$ cat src/rtl/wave_sequencer_pkg.sv
// Shared types and defaults for the DDS waveform run controller.
package wave_sequencer_pkg;

   localparam int DEF_ACC_W   = 32;
   localparam int DEF_PHASE_W = 8;
   localparam int DEF_CNT_W   = 16;
   localparam int DEF_ROM_LAT = 2;

   typedef logic [1:0] wave_t;

   localparam wave_t WAVE_TRI     = 2'b00;
   localparam wave_t WAVE_TRI_REV = 2'b01;
   localparam wave_t WAVE_SQUARE  = 2'b10;
   localparam wave_t WAVE_COS     = 2'b11;

   typedef enum logic [1:0] {
      ST_IDLE  = 2'd0,
      ST_PRIME = 2'd1,
      ST_RUN   = 2'd2,
      ST_DRAIN = 2'd3
   } state_t;

   function automatic logic is_running(input state_t s);
      return (s == ST_PRIME) || (s == ST_RUN);
   endfunction

endpackage

$ cat src/rtl/wave_sequencer_if.sv
// Configuration handshake and ROM-side bus of the waveform sequencer.
interface wave_sequencer_if
   import wave_sequencer_pkg::*;
#(
   parameter int ACC_W   = DEF_ACC_W,
   parameter int PHASE_W = DEF_PHASE_W,
   parameter int CNT_W   = DEF_CNT_W
) ();

   logic               cfg_valid;
   logic               cfg_ready;
   logic [ACC_W-1:0]   cfg_fword;
   wave_t              cfg_select;
   logic [CNT_W-1:0]   cfg_cycles;

   logic               rom_en;
   wave_t              rom_select;
   logic [PHASE_W-1:0] rom_phase;
   logic               amp_valid;

   modport master (
      output cfg_valid, cfg_fword, cfg_select, cfg_cycles,
      input  cfg_ready, rom_en, rom_select, rom_phase, amp_valid
   );

   modport slave (
      input  cfg_valid, cfg_fword, cfg_select, cfg_cycles,
      output cfg_ready, rom_en, rom_select, rom_phase, amp_valid
   );

endinterface

$ cat src/rtl/wave_sequencer_phase_accum.sv
// Phase accumulator with carry-out wrap flag; holds when advance is low.
module phase_accum #(
   parameter int ACC_W = 32
) (
   input  logic             clk,
   input  logic             en,
   input  logic             clear,
   input  logic             advance,
   input  logic [ACC_W-1:0] fword,
   output logic [ACC_W-1:0] acc,
   output logic             wrap
);

   logic [ACC_W:0] sum;

   assign sum  = {1'b0, acc} + {1'b0, fword};
   assign wrap = advance & sum[ACC_W];

   always_ff @(posedge clk or negedge en) begin
      if (!en) begin
         acc <= '0;
      end else if (clear) begin
         acc <= '0;
      end else if (advance) begin
         acc <= sum[ACC_W-1:0];
      end
   end

endmodule

$ cat src/rtl/wave_sequencer.sv
// DDS run controller: drives ROM phase/select/enable, applies new config only at phase wrap.
module wave_sequencer
   import wave_sequencer_pkg::*;
#(
   parameter int ACC_W   = DEF_ACC_W,
   parameter int PHASE_W = DEF_PHASE_W,
   parameter int CNT_W   = DEF_CNT_W,
   parameter int ROM_LAT = DEF_ROM_LAT
) (
   input  logic              clk,
   input  logic              en,
   input  logic              start,
   input  logic              stop,
   output logic              busy,
   output logic              done,
   wave_sequencer_if.slave   bus
);

   localparam int               LAT_W    = $clog2(ROM_LAT + 1);
   localparam logic [LAT_W-1:0] LAT_LAST = LAT_W'(ROM_LAT - 1);

   state_t             state, state_nxt;
   logic [ACC_W-1:0]   act_fword, shd_fword, acc;
   wave_t              act_sel, shd_sel;
   logic [CNT_W-1:0]   act_cycles, shd_cycles, remaining;
   logic               pending, pending_nxt, stop_req;
   logic               rom_en_q, rom_en_d, done_d, cfg_ready_q, cfg_ready_d;
   logic [LAT_W-1:0]   lat_cnt;
   logic [ROM_LAT-1:0] vpipe;
   logic               wrap, xfer, apply, sel_change, last_period, fword_zero;

   assign xfer        = bus.cfg_valid && cfg_ready_q;
   assign apply       = (state == ST_RUN) && wrap && pending;
   assign sel_change  = apply && (shd_sel != act_sel);
   assign last_period = (remaining == CNT_W'(1));
   assign fword_zero  = (act_fword == '0);

   phase_accum #(.ACC_W(ACC_W)) u_accum (
      .clk     (clk),
      .en      (en),
      .clear   ((state == ST_IDLE) && start),
      .advance (is_running(state)),
      .fword   (act_fword),
      .acc     (acc),
      .wrap    (wrap)
   );

   always_ff @(posedge clk or negedge en) begin
      if (!en) state <= ST_IDLE;
      else     state <= state_nxt;
   end

   always_comb begin
      state_nxt = state;
      case (state)
         ST_IDLE:  if (start) state_nxt = ST_PRIME;
         ST_PRIME: begin
            if (stop_req && fword_zero)  state_nxt = ST_DRAIN;
            else if (lat_cnt == LAT_LAST) state_nxt = ST_RUN;
         end
         ST_RUN: begin
            if ((wrap && (stop_req || last_period)) || (stop_req && fword_zero))
               state_nxt = ST_DRAIN;
         end
         ST_DRAIN: if (lat_cnt == LAT_LAST) state_nxt = ST_IDLE;
         default:  state_nxt = ST_IDLE;
      endcase
   end

   // An unapplied shadow config is discarded when the run ends.
   always_comb begin
      rom_en_d    = (state_nxt != ST_IDLE);
      done_d      = (state == ST_DRAIN) && (state_nxt == ST_IDLE);
      pending_nxt = pending;
      if (state_nxt == ST_IDLE)               pending_nxt = 1'b0;
      else if (apply)                         pending_nxt = 1'b0;
      else if (xfer && is_running(state))     pending_nxt = 1'b1;
      cfg_ready_d = (state_nxt == ST_IDLE) || (is_running(state_nxt) && !pending_nxt);
   end

   always_ff @(posedge clk or negedge en) begin
      if (!en) begin
         rom_en_q    <= 1'b0;
         done        <= 1'b0;
         cfg_ready_q <= 1'b0;
         pending     <= 1'b0;
         stop_req    <= 1'b0;
         lat_cnt     <= '0;
         vpipe       <= '0;
         remaining   <= '0;
         act_fword   <= '0;
         act_sel     <= WAVE_TRI;
         act_cycles  <= '0;
         shd_fword   <= '0;
         shd_sel     <= WAVE_TRI;
         shd_cycles  <= '0;
      end else begin
         rom_en_q    <= rom_en_d;
         done        <= done_d;
         cfg_ready_q <= cfg_ready_d;
         pending     <= pending_nxt;
         // A select change restarts the ROM latency window.
         vpipe       <= sel_change ? '0 : {vpipe[ROM_LAT-2:0], rom_en_q};

         if (state == ST_IDLE)                 stop_req <= 1'b0;
         else if (stop && is_running(state))   stop_req <= 1'b1;

         if (state_nxt != state)                            lat_cnt <= '0;
         else if (state == ST_PRIME || state == ST_DRAIN)   lat_cnt <= lat_cnt + LAT_W'(1);

         if (xfer && state == ST_IDLE) begin
            act_fword  <= bus.cfg_fword;
            act_sel    <= bus.cfg_select;
            act_cycles <= bus.cfg_cycles;
         end else if (apply) begin
            act_fword  <= shd_fword;
            act_sel    <= shd_sel;
            act_cycles <= shd_cycles;
         end
         if (xfer && is_running(state)) begin
            shd_fword  <= bus.cfg_fword;
            shd_sel    <= bus.cfg_select;
            shd_cycles <= bus.cfg_cycles;
         end

         if (state == ST_IDLE && start)
            remaining <= xfer ? bus.cfg_cycles : act_cycles;
         else if (state == ST_RUN && wrap && remaining != '0)
            remaining <= remaining - CNT_W'(1);
      end
   end

   assign bus.cfg_ready  = cfg_ready_q;
   assign bus.rom_en     = rom_en_q;
   assign bus.rom_select = act_sel;
   assign bus.rom_phase  = acc[ACC_W-1 -: PHASE_W];
   assign bus.amp_valid  = vpipe[ROM_LAT-1] & rom_en_q;
   assign busy           = (state != ST_IDLE);

endmodule

$ cat src/flat_wrapper.sv
// flat-port wrapper written by rule: the top's interface ports become plain ports
module wave_sequencer_flat import wave_sequencer_pkg::*;
#(
   parameter int ACC_W   = DEF_ACC_W,
   parameter int PHASE_W = DEF_PHASE_W,
   parameter int CNT_W   = DEF_CNT_W,
   parameter int ROM_LAT = DEF_ROM_LAT
)
  (clk, en, start, stop, busy, done, bus_cfg_valid, bus_cfg_fword, bus_cfg_select, bus_cfg_cycles, bus_cfg_ready, bus_rom_en, bus_rom_select, bus_rom_phase, bus_amp_valid);
  wave_sequencer_if #(.ACC_W(ACC_W), .PHASE_W(PHASE_W), .CNT_W(CNT_W)) bus_i ();
  input  logic clk;
  input  logic en;
  input  logic start;
  input  logic stop;
  output logic busy;
  output logic done;
  input wire logic [$bits(bus_i.cfg_valid)-1:0] bus_cfg_valid;
  input wire logic [$bits(bus_i.cfg_fword)-1:0] bus_cfg_fword;
  input wire logic [$bits(bus_i.cfg_select)-1:0] bus_cfg_select;
  input wire logic [$bits(bus_i.cfg_cycles)-1:0] bus_cfg_cycles;
  output wire logic [$bits(bus_i.cfg_ready)-1:0] bus_cfg_ready;
  output wire logic [$bits(bus_i.rom_en)-1:0] bus_rom_en;
  output wire logic [$bits(bus_i.rom_select)-1:0] bus_rom_select;
  output wire logic [$bits(bus_i.rom_phase)-1:0] bus_rom_phase;
  output wire logic [$bits(bus_i.amp_valid)-1:0] bus_amp_valid;
  assign bus_i.cfg_valid = bus_cfg_valid;
  assign bus_i.cfg_fword = bus_cfg_fword;
  assign bus_i.cfg_select = bus_cfg_select;
  assign bus_i.cfg_cycles = bus_cfg_cycles;
  assign bus_cfg_ready = bus_i.cfg_ready;
  assign bus_rom_en = bus_i.rom_en;
  assign bus_rom_select = bus_i.rom_select;
  assign bus_rom_phase = bus_i.rom_phase;
  assign bus_amp_valid = bus_i.amp_valid;
  wave_sequencer #(.ACC_W(ACC_W), .PHASE_W(PHASE_W), .CNT_W(CNT_W), .ROM_LAT(ROM_LAT)) u_core (.clk(clk), .en(en), .start(start), .stop(stop), .busy(busy), .done(done), .bus(bus_i));
endmodule
$ cat config.mk
export PLATFORM = sky130hd
export DESIGN_NAME = wave_sequencer_flat
export DESIGN_NICKNAME = d
export VERILOG_FILES = /design/src/rtl/wave_sequencer_pkg.sv /design/src/rtl/wave_sequencer_if.sv /design/src/rtl/wave_sequencer_phase_accum.sv /design/src/rtl/wave_sequencer.sv /design/src/flat_wrapper.sv
export SDC_FILE = /design/constraint.sdc
export NUM_CORES = 1
export LEC_CHECK = 0
export CAP_MARGIN = 15
export CORE_MARGIN = 2
export CORE_UTILIZATION = 39
export CTS_CLUSTER_SIZE = 20
export DETAILED_ROUTE_END_ITERATION = 12
export SETUP_SLACK_MARGIN = 0.5
export SLEW_MARGIN = 20
export SYNTH_ARGS = -nofsm -noshare
export SYNTH_HDL_FRONTEND = slang
export SYNTH_SLANG_ARGS = --single-unit
$ cat constraint.sdc
create_clock -name clk -period 3.19 [get_ports clk]
set_clock_uncertainty 0.15 [all_clocks]
set_input_delay 0.957 -clock clk [delete_from_list [all_inputs] [get_ports clk]]
set_output_delay 0.957 -clock clk [all_outputs]
set_load 0.01 [all_outputs]
==> results of run 1 <==
[worst paths after layout]
| check | end | start | slack (ns) |
|---|---|---|---|
| max in group asynchronous | u_core.state[1] | en | 1.83 |
| worst min-delay path | u_core.shd_fword[9] | en | 0.30 |
| min in group clk | u_core.vpipe[1] | u_core.vpipe[0] | 0.32 |
| worst max register to register | u_core.remaining[10] | u_core.remaining[6] | 0.13 |
| worst min register to register | u_core.vpipe[1] | u_core.vpipe[0] | 0.32 |
| worst max-delay path | u_core.remaining[10] | u_core.remaining[6] | 0.13 |
[worst register-to-register path: cells and delay by family (launching register included)]
kind	cells	cell delay [ns]
XOR/XNOR	1	0.17
flip-flops	1	0.38
buffers and inverters	3	0.46
AO/OA/AOI/OAI	2	0.12
AND/OR/NAND/NOR	6	1.65
[power breakdown]
part	leakage, nW	switching [W]	internal (W)
logic	3.17	0.00372	0.00364
clock network	0.294	0.000903	0.00127
registers	1.92	0.000837	0.00304
total	5.39	0.00546	0.00795
[cell type report]
class / instances / area, um^2
multi-input combinational: 674 / 5290
clock inverter: 14 / 179
inverter: 18 / 67.6
tap: 285 / 357
sequential: 159 / 3990
fill: 2014 / 10600
timing repair buffer: 154 / 1610
clock buffer: 18 / 439
[cells by family after synthesis]
group,Yosys count
muxes,117
AOI/OAI and AO/OA,227
buffers and inverters,64
and+or+nand+nor,246
xor gates and xnor gates,41
adders and majority gates,42
DFF,159
[state kept, by name, summed over array words and instances (netlist names)]
| register | cells |
|---|---|
| u_core.shd_fword | 32 |
| u_core.shd_cycles | 16 |
| u_core.bus.cfg_ready | 1 |
| u_core.remaining | 16 |
| u_core.act_cycles | 16 |
| u_core.u_accum.acc | 32 |
| u_core.vpipe | 2 |
| u_core.lat_cnt | 2 |
| u_core.shd_sel | 2 |
| u_core.pending | 1 |
| u_core.act_fword | 32 |
| u_core.done | 1 |
| u_core.bus.rom_select | 2 |
| u_core.bus.rom_en | 1 |
| u_core.stop_req | 1 |
| u_core.state | 2 |
[layout by cell type (no fill, tap or decap), types with 21 or more instances in the layout]
master | Yosys | routed
dfrtp_1 | 159 | 154
nand2_1 | 97 | 85
o21ai_1 | 1 | 54
mux2i_1 | 64 | 61
mux2_2 | 53 | 53
a21oi_1 | 60 | 49
ha_1 | 41 | 24
buf_4 | 8 | 63
xnor2_1 | 23 | 21
clkdlybuf4s50_1 | 0 | 67
o21ai_0 | 80 | 24
nor2_1 | 60 | 57
[layer usage]
layer / track usage / up-vias / wire [um]
met3: 0.0407 / 27 / 764
li1: - / 3449 / -
met4: 0.0481 / 0 / 385
met1: 0.242 / 3503 / 10200
met2: 0.357 / 101 / 11900
met5: 0 / - / 0
[stage by stage]
step	instance area, um^2	util	worst slack [ns]	hold slack, ns
floorplan	9030	-	0.175	0.289
finish	11900	0.528	0.135	0.305
global route	11900	0.528	0.00117	0.332
CTS	11600	0.512	0.135	0.313
detailed placement	10300	0.455	0.0412	0.312
global placement	10300	0.455	0.0800	0.300
[synthesized netlist by cell type, drive strengths merged, types with 2 or more instances]
| library cell | instances | area (um^2) |
|---|---|---|
| o21a | 10 | 75.1 |
| nor4 | 8 | 65.1 |
| and2 | 8 | 50.1 |
| o21bai | 3 | 22.5 |
| nand2b | 3 | 18.8 |
| mux2 | 53 | 597 |
| or4 | 2 | 22.5 |
| clkbuf | 26 | 98.8 |
| a21o | 19 | 144 |
| o221ai | 3 | 32.5 |
| nor2b | 7 | 43.8 |
| nand4 | 5 | 31.3 |
| mux2i | 64 | 641 |
| xnor2 | 23 | 201 |
| buf | 20 | 113 |
| nand2 | 97 | 364 |
| or3 | 5 | 36.3 |
| dfrtp | 159 | 3980 |
| a21oi | 60 | 300 |
| and2b | 3 | 25.0 |
| o211ai | 6 | 45.0 |
| a31oi | 7 | 43.8 |
| a21boi | 2 | 15.0 |
| xor2 | 18 | 158 |
| nand3 | 17 | 85.1 |
| o2111ai | 2 | 17.5 |
| o21ai | 82 | 414 |
| nor2 | 60 | 225 |
| a211oi | 22 | 170 |
| inv | 17 | 63.8 |
| and3 | 15 | 93.8 |
| ha | 41 | 513 |
| nor3 | 10 | 50.1 |
[timing repair]
item | in CTS | in global routing
resized for setup | 100 | 55
pin swaps | 28 | 23
hold endpoints to repair | 0 | 0
cloned | 7 | 0
buffers inserted | 24 | 15
endpoints found under the setup margin | 89 | 92
==> impl_metrics.env, run 1 <==
export IMPL_groute_usage_overall=0.198
export IMPL_hold_buffers=0
export IMPL_avgViaCountPerCell=5.36
export IMPL_arrival_ns=3.21
export IMPL_pin_count=70
export IMPL_hp_class="in -> async"
export IMPL_cpPeakStageDelay_ns=0.54
export IMPL_synth_main_ff_cell="dfrtp_1"
export IMPL_post_drt_wl_per_cell_um=17.5
export IMPL_cts_sinks=159
export IMPL_first_pass_iters=5
export IMPL_area_growth_pct=33.3
export IMPL_syn_area_um2=8950
export IMPL_cts_tree="done"
export IMPL_maxSlewHeadroom=0.612
export IMPL_cp_start_kind="flip-flop"
export IMPL_n_antenna_cell=0
export IMPL_path_clk_slew_ns=0.07
export IMPL_drc=0
export IMPL_synth_compound_area_frac=0.156
export IMPL_cts_buffer_depth=2
export IMPL_ys_seq_area_frac=0.445
export IMPL_p_per_area_nw_per_um2=1120
export IMPL_ir_worst_vdd_v=0.000434
export IMPL_clk_latency_ns=0.43
export IMPL_period_needed_ns=3.06
export IMPL_outcome="finished clean"
export IMPL_initial_core_util=0.396
export IMPL_antenna_found_initial=1
export IMPL_hpwl_um=15100
export IMPL_max_freq_mhz=327
export IMPL_drive_gt1_frac=0.263
export IMPL_routed_wl_um=23200
export IMPL_cp_max_fo=6
export IMPL_grt_setup_unrepaired="true"
export IMPL_cp_cell_sequence="or4_4 > or4_4 > or3_4 > nor4_4 > buf_4 > nand3b_1 > a211oi_2 > buf_4 > buf_4 > nand2_2 > xor2_1 > a21oi_1"
export IMPL_io_buffers=69
export IMPL_p_total_w=0.0134
export IMPL_cp_top_family="simple AND/OR/NAND/NOR gates"
export IMPL_fin_cells=1322
export IMPL_finalNetCount=1121
export IMPL_drt_iter0_drc=286
export IMPL_critical_path_depth=12
export IMPL_tns_ns=0
export IMPL_synth_nets=993
export IMPL_grt_start_max_net_pins=72
export IMPL_synthArstFlopShare=1.00
export IMPL_die_h_um=155
export IMPL_root_buffer="clkbuf_16"
export IMPL_synth_xor_area_frac=0.0401
export IMPL_core_rowCount=55
export IMPL_grt_overflow_total=0
export IMPL_reg2regPathDepth=12
export IMPL_core_area_um2=22600
export IMPL_syn_avg_cell_area_um2=9.98
export IMPL_cts_made_buffers=17
export IMPL_synthAdderAreaFrac=0.0596
export IMPL_vias=7080
export IMPL_muxShareOfSynthArea=0.138
export IMPL_yosys_warnings=0
export IMPL_worst_slew_pin_slew_ns=0.578
export IMPL_dieArea_um2=24200
export IMPL_setup_viol=0
export IMPL_drtAntennaViolNets=0
export IMPL_synth_edff_count=0
export IMPL_place_gp_congestion=0.827
export IMPL_path_class="reg -> reg"
export IMPL_dp_cells=1244
export IMPL_fin_crit_sh=0.958
export IMPL_drv_cap=0
export IMPL_synth_cell_types=64
export IMPL_hold_violations=0
export IMPL_end_kind="flip-flop"
export IMPL_crit_top_cell="buf_4"
export IMPL_cp_slowest_cell="or4_4"
export IMPL_synth_simple_area_share=0.130
export IMPL_critPathBufInv=3
export IMPL_ys_ff_latch=159
export IMPL_slew_viol_final=0
export IMPL_synthCells=896
export IMPL_die_x_um=155
export IMPL_required_ns=3.35
export IMPL_grt_pass1_vias=7401
export IMPL_p_leak_nw=5.39
export IMPL_synth_top_family_by_area="compound AO/OA/AOI/OAI gates"
export IMPL_grt_pass1_wl_um=37800
export IMPL_h_tree_depth=4
(Power assumes the default switching activity.)
==> run 2: changes to the inputs <==
ABC_AREA = 1   (was not set)
CORE_MARGIN = 8   (was 2)
==> impl_metrics.env, run 2 <==
export IMPL_outcome="finished clean"
export IMPL_top_regs="u_core.act_fword x32, u_core.shd_fword x32, u_core.u_accum.acc x32"
export IMPL_cts_tree="done"
export IMPL_finalNetCount=1461
export IMPL_fin_crit_sh=0.807
export IMPL_area_growth_pct=21.0
export IMPL_drive_gt1_frac=0.110
export IMPL_p_leak_nw=5.51
export IMPL_synthAdderAreaFrac=0.0555
export IMPL_arrival_ns=2.79
export IMPL_die_x_um=173
export IMPL_synth_top_family_by_area="simple AND/OR/NAND/NOR gates"
export IMPL_end_kind="flip-flop"
export IMPL_ys_seq_area_frac=0.414
export IMPL_h_tree_depth=4
export IMPL_grt_start_max_net_pins=75
export IMPL_ir_worst_vdd_v=0.000460
export IMPL_drv_cap=0
export IMPL_syn_avg_cell_area_um2=7.39
export IMPL_drt_iter0_drc=565
export IMPL_cpPeakStageDelay_ns=0.46
export IMPL_avgViaCountPerCell=4.95
export IMPL_grt_overflow_total=0
export IMPL_hpwl_um=18000
export IMPL_cp_start_kind="flip-flop"
export IMPL_io_buffers=69
export IMPL_whs_ns=0.286
export IMPL_tns_ns=0
export IMPL_crit_top_cell="nand2_1"
export IMPL_synthArstFlopShare=1.00
export IMPL_hold_depth=2
export IMPL_synth_edff_count=0
export IMPL_yosys_top_cells_area="dfrtp_1, nand2_1, o21ai_0"
export IMPL_synth_most_common_cell="nand2_1"
export IMPL_place_gp_congestion=0.905
export IMPL_antenna_found_initial=0
export IMPL_pin_count=70
export IMPL_cts_made_buffers=17
export IMPL_synth_simple_area_share=0.229
export IMPL_required_ns=3.40
export IMPL_synthCells=1300
export IMPL_grt_pass1_wl_um=42400
export IMPL_ys_top_cells_by_count="nand2_1, o21ai_0, dfrtp_1, inv_1, nor2_1"
export IMPL_final_cell_mix="nand2_1, o21ai_0, dfrtp_1, inv_1, nor2_1"
export IMPL_drc=0
export IMPL_maxSlewHeadroom=0.573
export IMPL_post_synth_top_area_cell="dfrtp_1"
export IMPL_hold_violations=0
export IMPL_root_buffer="clkbuf_16"
export IMPL_cts_sinks=159
export IMPL_post_drt_wl_per_cell_um=15.0
export IMPL_grt_setup_unrepaired="true"
export IMPL_grt_pass1_vias=8217
export IMPL_dieArea_um2=29900
export IMPL_groute_usage_overall=0.171
export IMPL_reg2regPathDepth=12
export IMPL_cp_cell_sequence="ha_4 > nand2_1 > nor2_2 > nand2_1 > nor3b_2 > nand2_4 > a21oi_4 > nand2_4 > nand2_8 > clkbuf_16 > nand2_1 > nand2_1"
export IMPL_die_h_um=173
export IMPL_hold_buffers=0
export IMPL_drtAntennaViolNets=0
export IMPL_cts_buffer_depth=2
export IMPL_max_freq_mhz=388
export IMPL_period_needed_ns=2.57
export IMPL_ys_ff_latch=159
export IMPL_cp_max_fo=18
export IMPL_syn_area_um2=9600
export IMPL_muxShareOfSynthArea=0
export IMPL_path_clk_slew_ns=0.06
export IMPL_synth_nets=1397
export IMPL_postLayoutCoreUtil=0.479
export IMPL_synth_cell_types=45
export IMPL_netlist_area_leader_share=0.414
export IMPL_routed_wl_um=25500
export IMPL_r2r_slack_ns=0.62
export IMPL_core_rowCount=57
export IMPL_setup_viol=0
export IMPL_cp_slowest_cell="dfrtp_2"
export IMPL_hp_class="reg -> reg"
export IMPL_vias=8413
export IMPL_worst_slew_pin_slew_ns=0.634
export IMPL_synth_xor_area_frac=0.00730
export IMPL_yosys_warnings=0
export IMPL_synth_main_ff_cell="dfrtp_1"
export IMPL_p_per_area_nw_per_um2=1110
export IMPL_slew_viol_final=0
export IMPL_clk_latency_ns=0.42
export IMPL_n_antenna_cell=0
export IMPL_first_pass_iters=5
export IMPL_initial_core_util=0.396
export IMPL_path_class="reg -> reg"
export IMPL_synth_compound_area_frac=0.200
export IMPL_mostFrequentLayoutCell="nand2_1"
export IMPL_core_area_um2=24200
## run 2: path summary, 6_finish.rpt
check                                     start                     end
min reg2reg                     u_core.vpipe[0]         u_core.vpipe[1]
min in group asynchronous                    en  u_core.u_accum.acc[16]
max                        u_core.act_fword[17]   u_core.act_cycles[10]
min                             u_core.vpipe[0]         u_core.vpipe[1]
max reg2reg                u_core.act_fword[17]   u_core.act_cycles[10]
max in group asynchronous                    en     u_core.act_fword[6]
## run 2: stage by stage
stage	setup WS (ns)	power [W]	std cells	area, um^2
after global routing	0.468	0.0142	1700	11600
after global placement	0.360	0.0101	1658	10600
final	0.616	0.0130	1700	11600
after floorplan	0.740	0.00841	1300	9600
after detailed placement	0.359	0.0103	1658	10600
after CTS	0.516	0.0126	1694	11300
## run 2: worst max-delay path: cells and delay by family, from the launching register on
kind / cells / cell delay [ns]
adder cells (fa/ha/maj): 1 / 0.32
flip-flops: 1 / 0.46
AO/OA/AOI/OAI: 1 / 0.22
AND/OR/NAND/NOR: 9 / 1.14
buffers and inverters: 1 / 0.22
## run 2: what timing repair did
item                                    CTS  global route
gates resized for setup                  16            44
pin swaps                                 3             4
endpoints found under the setup margin   41            63
setup buffers                             4             4
cloned                                    1             2
## run 2: where the power goes
group	leakage, nW	internal [W]	total [W]	switching [W]
logic	3.26	0.00279	0.00712	0.00433
registers	1.96	0.00298	0.00371	0.000731
clock network	0.291	0.00127	0.00212	0.000844
total	5.51	0.00704	0.0130	0.00591
## run 2: cells by family (layout without fill, tap and decap cells)
kind of cell / count (synthesis) / in the layout
adders and majority gates: 42 / 42
DFF: 159 / 159
AOI/OAI and AO/OA: 334 / 334
xor gates and xnor gates: 8 / 8
buffers and inverters: 211 / 285
and+or+nand+nor: 546 / 548
## run 2: cell type report
type                            count  area (um^2)
Inverter                          157          589
Tap cell                          324          405
Clock inverter                      9          134
Timing Repair Buffer               97         1020
Sequential cell                   159         3990
Clock buffer                       22          464
Multi-Input combinational cell    932         5020
Fill cell                        2461        12600
## run 2: metal layers
layer  up-vias  global-route usage  share of wire
li1       4327                   -              -
met1      3883               0.232           0.49
met2       171               0.278           0.46
met3        32              0.0318          0.041
met4         0              0.0428          0.017
met5         -                   0              0
